--- config.mk ---
export PLATFORM = sky130hd
export DESIGN_NAME = bomb_scheduler
export DESIGN_NICKNAME = d
export VERILOG_FILES = /design/src/rtl/bomb_scheduler.sv
export SDC_FILE = /design/constraint.sdc
export NUM_CORES = 1
export LEC_CHECK = 0
export CORE_UTILIZATION = 39
export DETAILED_ROUTE_END_ITERATION = 10
export GPL_TIMING_DRIVEN = 0
export RECOVER_POWER = 25
export SETUP_SLACK_MARGIN = 0.3
export SYNTH_ARGS = -nofsm -noshare
export SYNTH_HDL_FRONTEND = slang
export SYNTH_SLANG_ARGS = --single-unit
--- constraint.sdc ---
create_clock -name frame_clk -period 13.7 [get_ports frame_clk]
set_input_delay 1.37 -clock frame_clk [delete_from_list [all_inputs] [get_ports frame_clk]]
set_output_delay 1.37 -clock frame_clk [all_outputs]
set_load 0.005 [all_outputs]
--- src/rtl/bomb_scheduler.sv ---
// bomb_scheduler: shared bomb-slot pool for two players. Arbitrates drop
// requests, snaps bombs to the tile grid and runs per-slot fuse/blast timers.
// Optional build macro: CHAIN_REACT_EN (a blast detonates nearby fused bombs).
module bomb_scheduler #(
   parameter int unsigned NUM_SLOTS      = 4,
   parameter int unsigned MAX_PER_PLAYER = 2,
   parameter int unsigned FUSE_FRAMES    = 120,
   parameter int unsigned BLAST_FRAMES   = 30,
   parameter int unsigned TILE_LOG2      = 4
) (
   input  logic                      frame_clk,
   input  logic                      Reset,
   input  logic                      p1_drop,
   input  logic [9:0]                p1_x,
   input  logic [9:0]                p1_y,
   input  logic                      p2_drop,
   input  logic [9:0]                p2_x,
   input  logic [9:0]                p2_y,
   output logic                      p1_ack,
   output logic                      p2_ack,
   output logic [NUM_SLOTS-1:0]      slot_fuse,
   output logic [NUM_SLOTS-1:0]      slot_blast,
   output logic [NUM_SLOTS-1:0]      slot_owner,
   output logic [10*NUM_SLOTS-1:0]   bomb_x,
   output logic [10*NUM_SLOTS-1:0]   bomb_y,
   output logic [NUM_SLOTS-1:0]      explode
);

   localparam int unsigned TMAX = (FUSE_FRAMES > BLAST_FRAMES) ? FUSE_FRAMES : BLAST_FRAMES;
   localparam int unsigned TW   = $clog2(TMAX);
   localparam int unsigned CW   = $clog2(NUM_SLOTS + 1);
   localparam int unsigned SW   = $clog2(NUM_SLOTS);
   localparam int unsigned TXW  = 10 - TILE_LOG2;
   localparam logic [9:0]  HALF = 10'(1 << (TILE_LOG2 - 1));

   typedef enum logic [1:0] {S_IDLE = 2'd0, S_FUSE = 2'd1, S_BLAST = 2'd2} state_t;

   state_t            r_state     [NUM_SLOTS];
   state_t            w_state_nxt [NUM_SLOTS];
   logic [TW-1:0]     r_timer     [NUM_SLOTS];
   logic [TW-1:0]     w_timer_nxt [NUM_SLOTS];
   logic [9:0]        r_bx        [NUM_SLOTS];
   logic [9:0]        r_by        [NUM_SLOTS];
   logic [NUM_SLOTS-1:0] r_owner;
   logic [NUM_SLOTS-1:0] r_explode;
   logic [NUM_SLOTS-1:0] w_expl_nxt;
   logic [NUM_SLOTS-1:0] w_chain;

   logic r_p1_prev, r_p2_prev, r_p1_pend, r_p2_pend, r_rr_p2, r_p1_ack, r_p2_ack;
   logic w_req1, w_req2, w_sel_any, w_sel_p2, w_free, w_conflict, w_grant;
   logic [9:0]    w_sel_x, w_sel_y, w_bx, w_by;
   logic [SW-1:0] w_free_idx;
   logic [CW-1:0] w_cnt;

   // Request detection, arbitration select and tile snap of the selected player
   always_comb begin
      w_req1    = r_p1_pend | (p1_drop & ~r_p1_prev);
      w_req2    = r_p2_pend | (p2_drop & ~r_p2_prev);
      w_sel_any = w_req1 | w_req2;
      w_sel_p2  = w_req2 & (~w_req1 | r_rr_p2);
      w_sel_x   = w_sel_p2 ? p2_x : p1_x;
      w_sel_y   = w_sel_p2 ? p2_y : p1_y;
      w_bx      = {w_sel_x[9:TILE_LOG2], {TILE_LOG2{1'b0}}} | HALF;
      w_by      = {w_sel_y[9:TILE_LOG2], {TILE_LOG2{1'b0}}} | HALF;
   end

   // Grant qualification: free slot (lowest index), tile conflict, per-player quota
   always_comb begin
      w_free     = 1'b0;
      w_free_idx = '0;
      w_conflict = 1'b0;
      w_cnt      = '0;
      for (int i = NUM_SLOTS - 1; i >= 0; i--) begin
         if (r_state[i] == S_IDLE) begin
            w_free     = 1'b1;
            w_free_idx = SW'(i);
         end else if (r_owner[i] == w_sel_p2) begin
            w_cnt = w_cnt + CW'(1);
         end
         if (r_state[i] == S_FUSE && r_bx[i] == w_bx && r_by[i] == w_by)
            w_conflict = 1'b1;
      end
      w_grant = w_sel_any & w_free & ~w_conflict & (w_cnt < CW'(MAX_PER_PLAYER));
   end

`ifdef CHAIN_REACT_EN
   function automatic logic near2(input logic [TXW-1:0] a, input logic [TXW-1:0] b);
      return ((a > b) ? (a - b) : (b - a)) <= TXW'(2);
   endfunction

   // Fused bombs in line with an active blast, within two tiles, detonate early
   always_comb begin
      w_chain = '0;
      for (int i = 0; i < NUM_SLOTS; i++) begin
         for (int j = 0; j < NUM_SLOTS; j++) begin
            if (r_state[i] == S_FUSE && r_state[j] == S_BLAST) begin
               if ((r_by[i][9:TILE_LOG2] == r_by[j][9:TILE_LOG2] &&
                    near2(r_bx[i][9:TILE_LOG2], r_bx[j][9:TILE_LOG2])) ||
                   (r_bx[i][9:TILE_LOG2] == r_bx[j][9:TILE_LOG2] &&
                    near2(r_by[i][9:TILE_LOG2], r_by[j][9:TILE_LOG2])))
                  w_chain[i] = 1'b1;
            end
         end
      end
   end
`else
   assign w_chain = '0;
`endif

   // Slot state register
   always_ff @(posedge frame_clk) begin
      for (int i = 0; i < NUM_SLOTS; i++) begin
         if (Reset) r_state[i] <= S_IDLE;
         else       r_state[i] <= w_state_nxt[i];
      end
   end

   // Slot next state with timer reload/decrement and detonation pulse
   always_comb begin
      for (int i = 0; i < NUM_SLOTS; i++) begin
         w_state_nxt[i] = r_state[i];
         w_timer_nxt[i] = r_timer[i];
         w_expl_nxt[i]  = 1'b0;
         case (r_state[i])
            S_IDLE: begin
               if (w_grant && w_free_idx == SW'(i)) begin
                  w_state_nxt[i] = S_FUSE;
                  w_timer_nxt[i] = TW'(FUSE_FRAMES - 1);
               end
            end
            S_FUSE: begin
               if (r_timer[i] == '0 || w_chain[i]) begin
                  w_state_nxt[i] = S_BLAST;
                  w_timer_nxt[i] = TW'(BLAST_FRAMES - 1);
                  w_expl_nxt[i]  = 1'b1;
               end else begin
                  w_timer_nxt[i] = r_timer[i] - TW'(1);
               end
            end
            S_BLAST: begin
               if (r_timer[i] == '0) w_state_nxt[i] = S_IDLE;
               else                  w_timer_nxt[i] = r_timer[i] - TW'(1);
            end
            default: w_state_nxt[i] = S_IDLE;
         endcase
      end
   end

   // Slot outputs decoded from registered state
   always_comb begin
      slot_fuse  = '0;
      slot_blast = '0;
      bomb_x     = '0;
      bomb_y     = '0;
      for (int i = 0; i < NUM_SLOTS; i++) begin
         slot_fuse[i]     = (r_state[i] == S_FUSE);
         slot_blast[i]    = (r_state[i] == S_BLAST);
         bomb_x[10*i +: 10] = r_bx[i];
         bomb_y[10*i +: 10] = r_by[i];
      end
      slot_owner = r_owner;
      explode    = r_explode;
      p1_ack     = r_p1_ack;
      p2_ack     = r_p2_ack;
   end

   // Request edges, pending flags, round-robin pointer, acks and slot payload
   always_ff @(posedge frame_clk) begin
      if (Reset) begin
         r_p1_prev <= 1'b0;
         r_p2_prev <= 1'b0;
         r_p1_pend <= 1'b0;
         r_p2_pend <= 1'b0;
         r_rr_p2   <= 1'b0;
         r_p1_ack  <= 1'b0;
         r_p2_ack  <= 1'b0;
         r_explode <= '0;
         r_owner   <= '0;
         for (int i = 0; i < NUM_SLOTS; i++) begin
            r_timer[i] <= '0;
            r_bx[i]    <= '0;
            r_by[i]    <= '0;
         end
      end else begin
         r_p1_prev <= p1_drop;
         r_p2_prev <= p2_drop;
         // the selected player is resolved (granted or rejected); the other stays pending
         r_p1_pend <= w_req1 & ~(w_sel_any & ~w_sel_p2);
         r_p2_pend <= w_req2 & ~w_sel_p2;
         r_p1_ack  <= w_grant & ~w_sel_p2;
         r_p2_ack  <= w_grant & w_sel_p2;
         // pointer passes to the losing player whenever a contested grant is made
         if (w_grant && w_req1 && w_req2) r_rr_p2 <= ~w_sel_p2;
         r_explode <= w_expl_nxt;
         for (int i = 0; i < NUM_SLOTS; i++) begin
            r_timer[i] <= w_timer_nxt[i];
            if (w_grant && w_free_idx == SW'(i)) begin
               r_owner[i] <= w_sel_p2;
               r_bx[i]    <= w_bx;
               r_by[i]    <= w_by;
            end
         end
      end
   end

endmodule
# After elaboration in Yosys (flattened, before gate mapping)
# Memories as Yosys holds them, arrays and structs flattened.
# Index checks and enable logic that the tools add are counted.
[op_classes]
magnitude_cmp = 1
reduce_logical = 27
bitwise = 41
eq_ne = 23
add_sub_neg = 7
muxes = 89
[ops]
columns = ["cell", "n"]
rows = [
  ["two-way mux 7 bit", 24],
  ["one-hot mux 7 bit (3 select lines)", 4],
  ["equality test 10 bit", 8],
  ["two-way mux 2 bit", 20],
  ["two-way mux 1 bit", 29],
  ["zero test 7 bit", 4],
  ["subtractor 7 x 1 -> 7 bit, second input constant", 4],
  ["one-hot mux 2 bit (3 select lines)", 4],
  ["two-way mux 10 bit", 2],
  ["OR 1 bit", 20],
  ["two-way mux 3 bit", 6],
  ["logical AND 1 bit", 14],
  ["equality test 2 bit, second input constant", 6],
  ["bitwise AND 1 bit", 11],
  ["equality test 2 x 1 -> 1 bit, second input constant", 5],
  ["zero test 2 bit", 5],
  ["inverter 1 bit", 10],
  ["adder 3 x 1 -> 3 bit, second input constant", 3],
  ["OR reduction 2 bit", 4],
  ["equality test 1 bit", 4],
  ["less-than comparator 3 x 2 -> 1 bit, second input constant", 1],
]
[totals]
inputBits = 44
mem_bits_rw = 92
out_inout_bits = 98
mem_count = 4
wordCells = 207
register_bits = 15
[memory_table]
columns = ["name", "words", "word_bits", "read_ports", "rd_ports_with_merged_regs", "write_ports", "line", "rtl"]
rows = [
  ["r_bx", 4, 7, 4, 0, 4, "42", "logic [9:0] r_bx [NUM_SLOTS];"],
  ["r_by", 4, 7, 4, 0, 4, "43", "logic [9:0] r_by [NUM_SLOTS];"],
  ["r_timer", 4, 7, 4, 0, 4, "40", "logic [TW-1:0] r_timer [NUM_SLOTS];"],
  ["r_state", 4, 2, 4, 0, 4, "38", "state_t r_state [NUM_SLOTS];"],
]

# Depth between registers and ports, before layout
[depth]
depth_word = 25
ltp_mapped = 19
mapped_depth_nobuf = 17

# Worst setup path after synthesis
# No wires, ideal clock.
[synth_path]
path_type = "input to register"
start = "in p1_drop"
end = "mem r_bx[1][1] (netlist name) (enable)"
arrival_time_ps = 4886
stages = 18
slack_ps = 8464
n_path_buf = 2
setup_time_ps = 350
required_time_ps = 13350
path_cell_list = "nor2b_4 > o21ba_1 > buf_6 > buf_6 > nor2_1 > xnor2_1 > ha_1 > mux2_2 > ha_1 > mux2i_1 > inv_1 > ha_1 > nor2_1 > a32o_1 > o41ai_4 > nor3_2 > nand3_1 > nand2_1"
[synth_rtl]
columns = ["element", "line", "rtl"]
rows = [
  ["from (decl)", "13", "input logic p1_drop,"],
  ["to (decl)", "42", ""],
]

==> key figures <==
Outcome
  – Status: finished clean

Setup path
  – Crit. End Element: flip-flop
  – RR Endpoint: r_bx[2][1]$_DFFE_PP_
  – Critical path required time: 13.70 ns
  – Crit. path cell count: 18
  – R2r startpoint: r_p2_pend$_SDFF_PP0_
  – CP Capture Point: r_bx[2][1]$_DFFE_PP_
  – Setup CP Type: input pin to flip-flop
  – CP Buf/Inv Count: 3
  – Reg-to-reg slack, setup: 8.62 ns
  – Reg2reg path depth: 16
  – Crit path launch type: input pin
  – Critical path arrival: 6.20 ns
  – CP cell instances: clkdlybuf4s50_1, inv_1, o21ai_1, nand2_1, xnor2_1, nor2_1, ha_1, mux2_2, ha_1, mux2i_1, inv_1, ha_1, nor2_1, a32o_1, o41ai_4, nor3_2, nand3_1, nand2_1
  – Slowest stage delay, CP: 0.54 ns
  – Cell mode on critical path: ha_1
  – Critical path's top delay family: simple AND/OR/NAND/NOR gates
  – CP startpoint: p2_drop
  – Max Fanout on Critical Path: 12
  – Worst-path cell with the longest stage delay: nor3_2

Placed design
  – Final Wtd Congestion: 0.861
  – Port Buffers: 101
  – Detailed Place HPWL: 14.2 mm
  – Placed Area: 0.00781 mm²
  – Placed Cells: 1040

GRT
  – Vias in the first global route: 5295
  – First-pass GRT wire length: 29.0 mm
  – Grt total ovfl: 0
  – Largest net degree at the start of global routing: 19
  – Initial antenna violation count: 0
  – Gr usage total: 0.226

Clock network
  – CTS tree: done
  – Cts bufs inserted: 9
  – Max H-tree Level: 3
  – Post-CTS Setup Bufs: 0
  – CTS sink cnt: 103
  – Hold_buf cts: 0
  – Resize count post-CTS: 0
  – CTS Buffer Depth: 2
  – Root Driver: clkbuf_16
  – Clock transition at path regs: 0.07 ns
  – Clk Latency, worst-skew pair: 0.36 ns

Power
  – VDD IR max: 0.0000937 V
  – Internal: 0.000709 W
  – Clock share of power: 0.221
  – PD cells: 139 mW/mm²
  – Switching Share: 0.371
  – LEAKAGE: 3.15 nW
  – Sequential share of power: 0.382
  – Psw: 0.000418 W
  – Logic pwr share: 0.397

Synthesis
  – Syn. warnings: 0
  – Area share of and/or/nand/nor cells after synthesis: 0.179
  – Synth area leader: edfxtp_1
  – Mapped cell area: 0.00644 mm²
  – Synth area leaders: edfxtp_1, dfxtp_1, xnor2_1
  – FF+latch count, synth: 103
  – Mux share of post-synthesis cell area: 0.0161
  – Number of synthesized flops with an enable pin: 49
  – Most common flop cell mapped by yosys: dfxtp_1
  – Synth top area share: 0.228
  – Largest family of logic cells by synthesized area: compound AO/OA/AOI/OAI gates
  – Synth Area in Compound Gates: 0.206
  – Register area share after synthesis: 0.396
  – Post-synthesis adder-cell area fraction: 0.0466
  – Netlist cell types: 64
  – Fraction of registers with async set/reset: 0
  – Synthesized area per cell: 9.20 µm²
  – Syn Inst Count: 700
  – Post-Synth XOR/XNOR Area: 0.0775

Drt
  – DR WL/cell: 17.8 µm
  – Pre-antenna DRT Iters: 5
  – Via-to-Cell Ratio: 5.45
  – Number of remaining DRC errors: 0
  – Vias after detailed routing: 5757
  – Initial DRC count: 385
  – Antenna-violating nets left: 0
  – Total Wirelength: 18.8 mm

Timing
  – Setup_tns: 0 ns
  – Unrepaired setup endpoints after global routing: no
  – Hold Fails Final Rpt: 0
  – Least-Margin Pin Slew: 0.802 ns
  – Final period util: 0.452
  – Final clock skew: 0.0118 ns
  – Tmin final: 6.20 ns
  – FMAX: 161 MHz
  – Fin. max-slew vios: 0
  – Final setup vio count: 0
  – Max-slew headroom: 0.460

Cells and area
  – Multi-input gate area: 0.00347 mm²
  – Antenna cell count: 0
  – Final Util: 0.505
  – Synth-to-Final Area Change: 25.6%
  – Final Cell Area: 0.00809 mm²
  – Cell Count, Final, Fillers Out: 1056
  – Nets@finish: 903
  – Commonest non-fill, non-tap cell in the layout: nor2_1
  – Most frequent cells in the layout: nor2_1, xnor2_1, dfxtp_1, dlygate4sd3_1, edfxtp_1
  – Filler cell count: 1537
  – FF+latch area: 0.00255 mm²
  – Fraction of layout cells with a size suffix above 1: 0.110

Floorplanning
  – Die W: 131 µm
  – Chip height: 131 µm
  – Num ports: 142
  – Row cnt: 46
  – Core area: 0.0160 mm²
  – Initial Util: 0.403
  – Total die area: 0.0170 mm²

Worst hold path
  – Worst Hold Class: flip-flop to flip-flop

Run
  – Max Cap Violations: 0
synth_stat cells, types with 6 or more instances:
| cell type | count |
|---|---|
| o21ai_1 | 6 |
| nor3_1 | 16 |
| nand3_1 | 16 |
| o21ai_0 | 35 |
| dfxtp_1 | 54 |
| inv_1 | 34 |
| buf_4 | 32 |
| ha_1 | 24 |
| clkbuf_1 | 17 |
| nand2_1 | 33 |
| or2_2 | 7 |
| edfxtp_1 | 49 |
| o211ai_1 | 19 |
| nor2_1 | 105 |
| a32o_1 | 10 |
| nor2b_1 | 15 |
| buf_2 | 9 |
| nand4_1 | 8 |
| mux2i_1 | 7 |
| o211ai_2 | 8 |
| a21oi_1 | 40 |
| a31oi_1 | 7 |
| xnor2_1 | 55 |
cell type report:
cell class / count / area share
buffer: 61 / 0.0464
clock buffer: 9 / 0.0278
multi-input combinational: 525 / 0.429
inverter: 34 / 0.0158
sequential: 103 / 0.316
clock inverter: 7 / 0.00665
timing repair buffer: 101 / 0.125
tap: 216 / 0.0334
worst min path at each step:
| stage | startpoint | end | slack (ns) | cells after the start |
|---|---|---|---|---|
| floorplan | r_bx[1][0]$_SDFFE_PN1P_ | r_bx[1][0]$_SDFFE_PN1P_ | 0.46 | 2 |
| global route | r_timer[2][6]$_SDFFE_PP0P_ | r_timer[2][6]$_SDFFE_PP0P_ | 0.53 | 1 |
| global placement | r_timer[2][6]$_SDFFE_PP0P_ | r_timer[2][6]$_SDFFE_PP0P_ | 0.49 | 1 |
| finish | r_bx[1][0]$_SDFFE_PN1P_ | r_bx[1][0]$_SDFFE_PN1P_ | 0.52 | 2 |
| detailed placement | r_timer[2][6]$_SDFFE_PP0P_ | r_timer[2][6]$_SDFFE_PP0P_ | 0.50 | 1 |
| CTS | r_timer[2][6]$_SDFFE_PP0P_ | r_timer[2][6]$_SDFFE_PP0P_ | 0.52 | 1 |
cells by family (layout without fill, tap and decap cells):
kind of cell    Yosys count  count (layout)
other cells               1              24
flops                   103             103
xor+xnor                 57              57
mux                      10              10
simple gates            237             237
fa+ha+maj                24              24
compound gates          173             173
buf+inv                  95             212
power by group through the flow:
stage / registers (W) / logic, W / clock network [W]
floorplan: 0.000427 / 0.000296 / 0
global placement: 0.000436 / 0.000443 / 0
detailed placement: 0.000438 / 0.000452 / 0
CTS: 0.000431 / 0.000455 / 0.000255
global route: 0.000437 / 0.000494 / 0.000269
finish: 0.000431 / 0.000447 / 0.000249
worst register-to-register path, stage by stage, from the launching register on:
cell	delay, ns
dfxtp_1	0.42
clkbuf_1	0.36
nor2_1	0.19
nor2_1	0.39
xnor2_1	0.18
ha_1	0.24
mux2_2	0.28
ha_1	0.28
mux2i_1	0.19
inv_1	0.07
ha_1	0.29
nor2_1	0.12
a32o_1	0.20
o41ai_4	0.19
nor3_2	0.54
nand3_1	0.29
nand2_1	0.50
per-stage QoR:
stage	total power [W]	hold WS, ns	setup WS (ns)
global route	0.00120	0.529	7.12
finish	0.00113	0.517	7.50
floorplan	0.000723	0.463	8.46
CTS	0.00114	0.515	7.57
detailed placement	0.000890	0.497	7.20
global placement	0.000879	0.492	7.23
state kept, by name (all words and copies together), names as in the netlist:
| name | flops |
|---|---|
| r_p2_prev | 1 |
| r_p2_pend | 1 |
| r_p1_prev | 1 |
| explode | 4 |
| r_p1_pend | 1 |
| slot_owner | 4 |
| r_by | 24 |
| p1_ack | 1 |
| p2_ack | 1 |
| r_bx | 28 |
| r_timer | 28 |
| r_state | 8 |
| r_rr_p2 | 1 |
routing by layer:
layer	share of wire	GRT usage	up-vias
met3	0.053	0.0346	23
met1	0.45	0.301	2801
met4	0.015	0.0629	0
met2	0.49	0.380	204
met5	0	0	-
li1	-	-	2729
(Power assumes the default switching activity.)
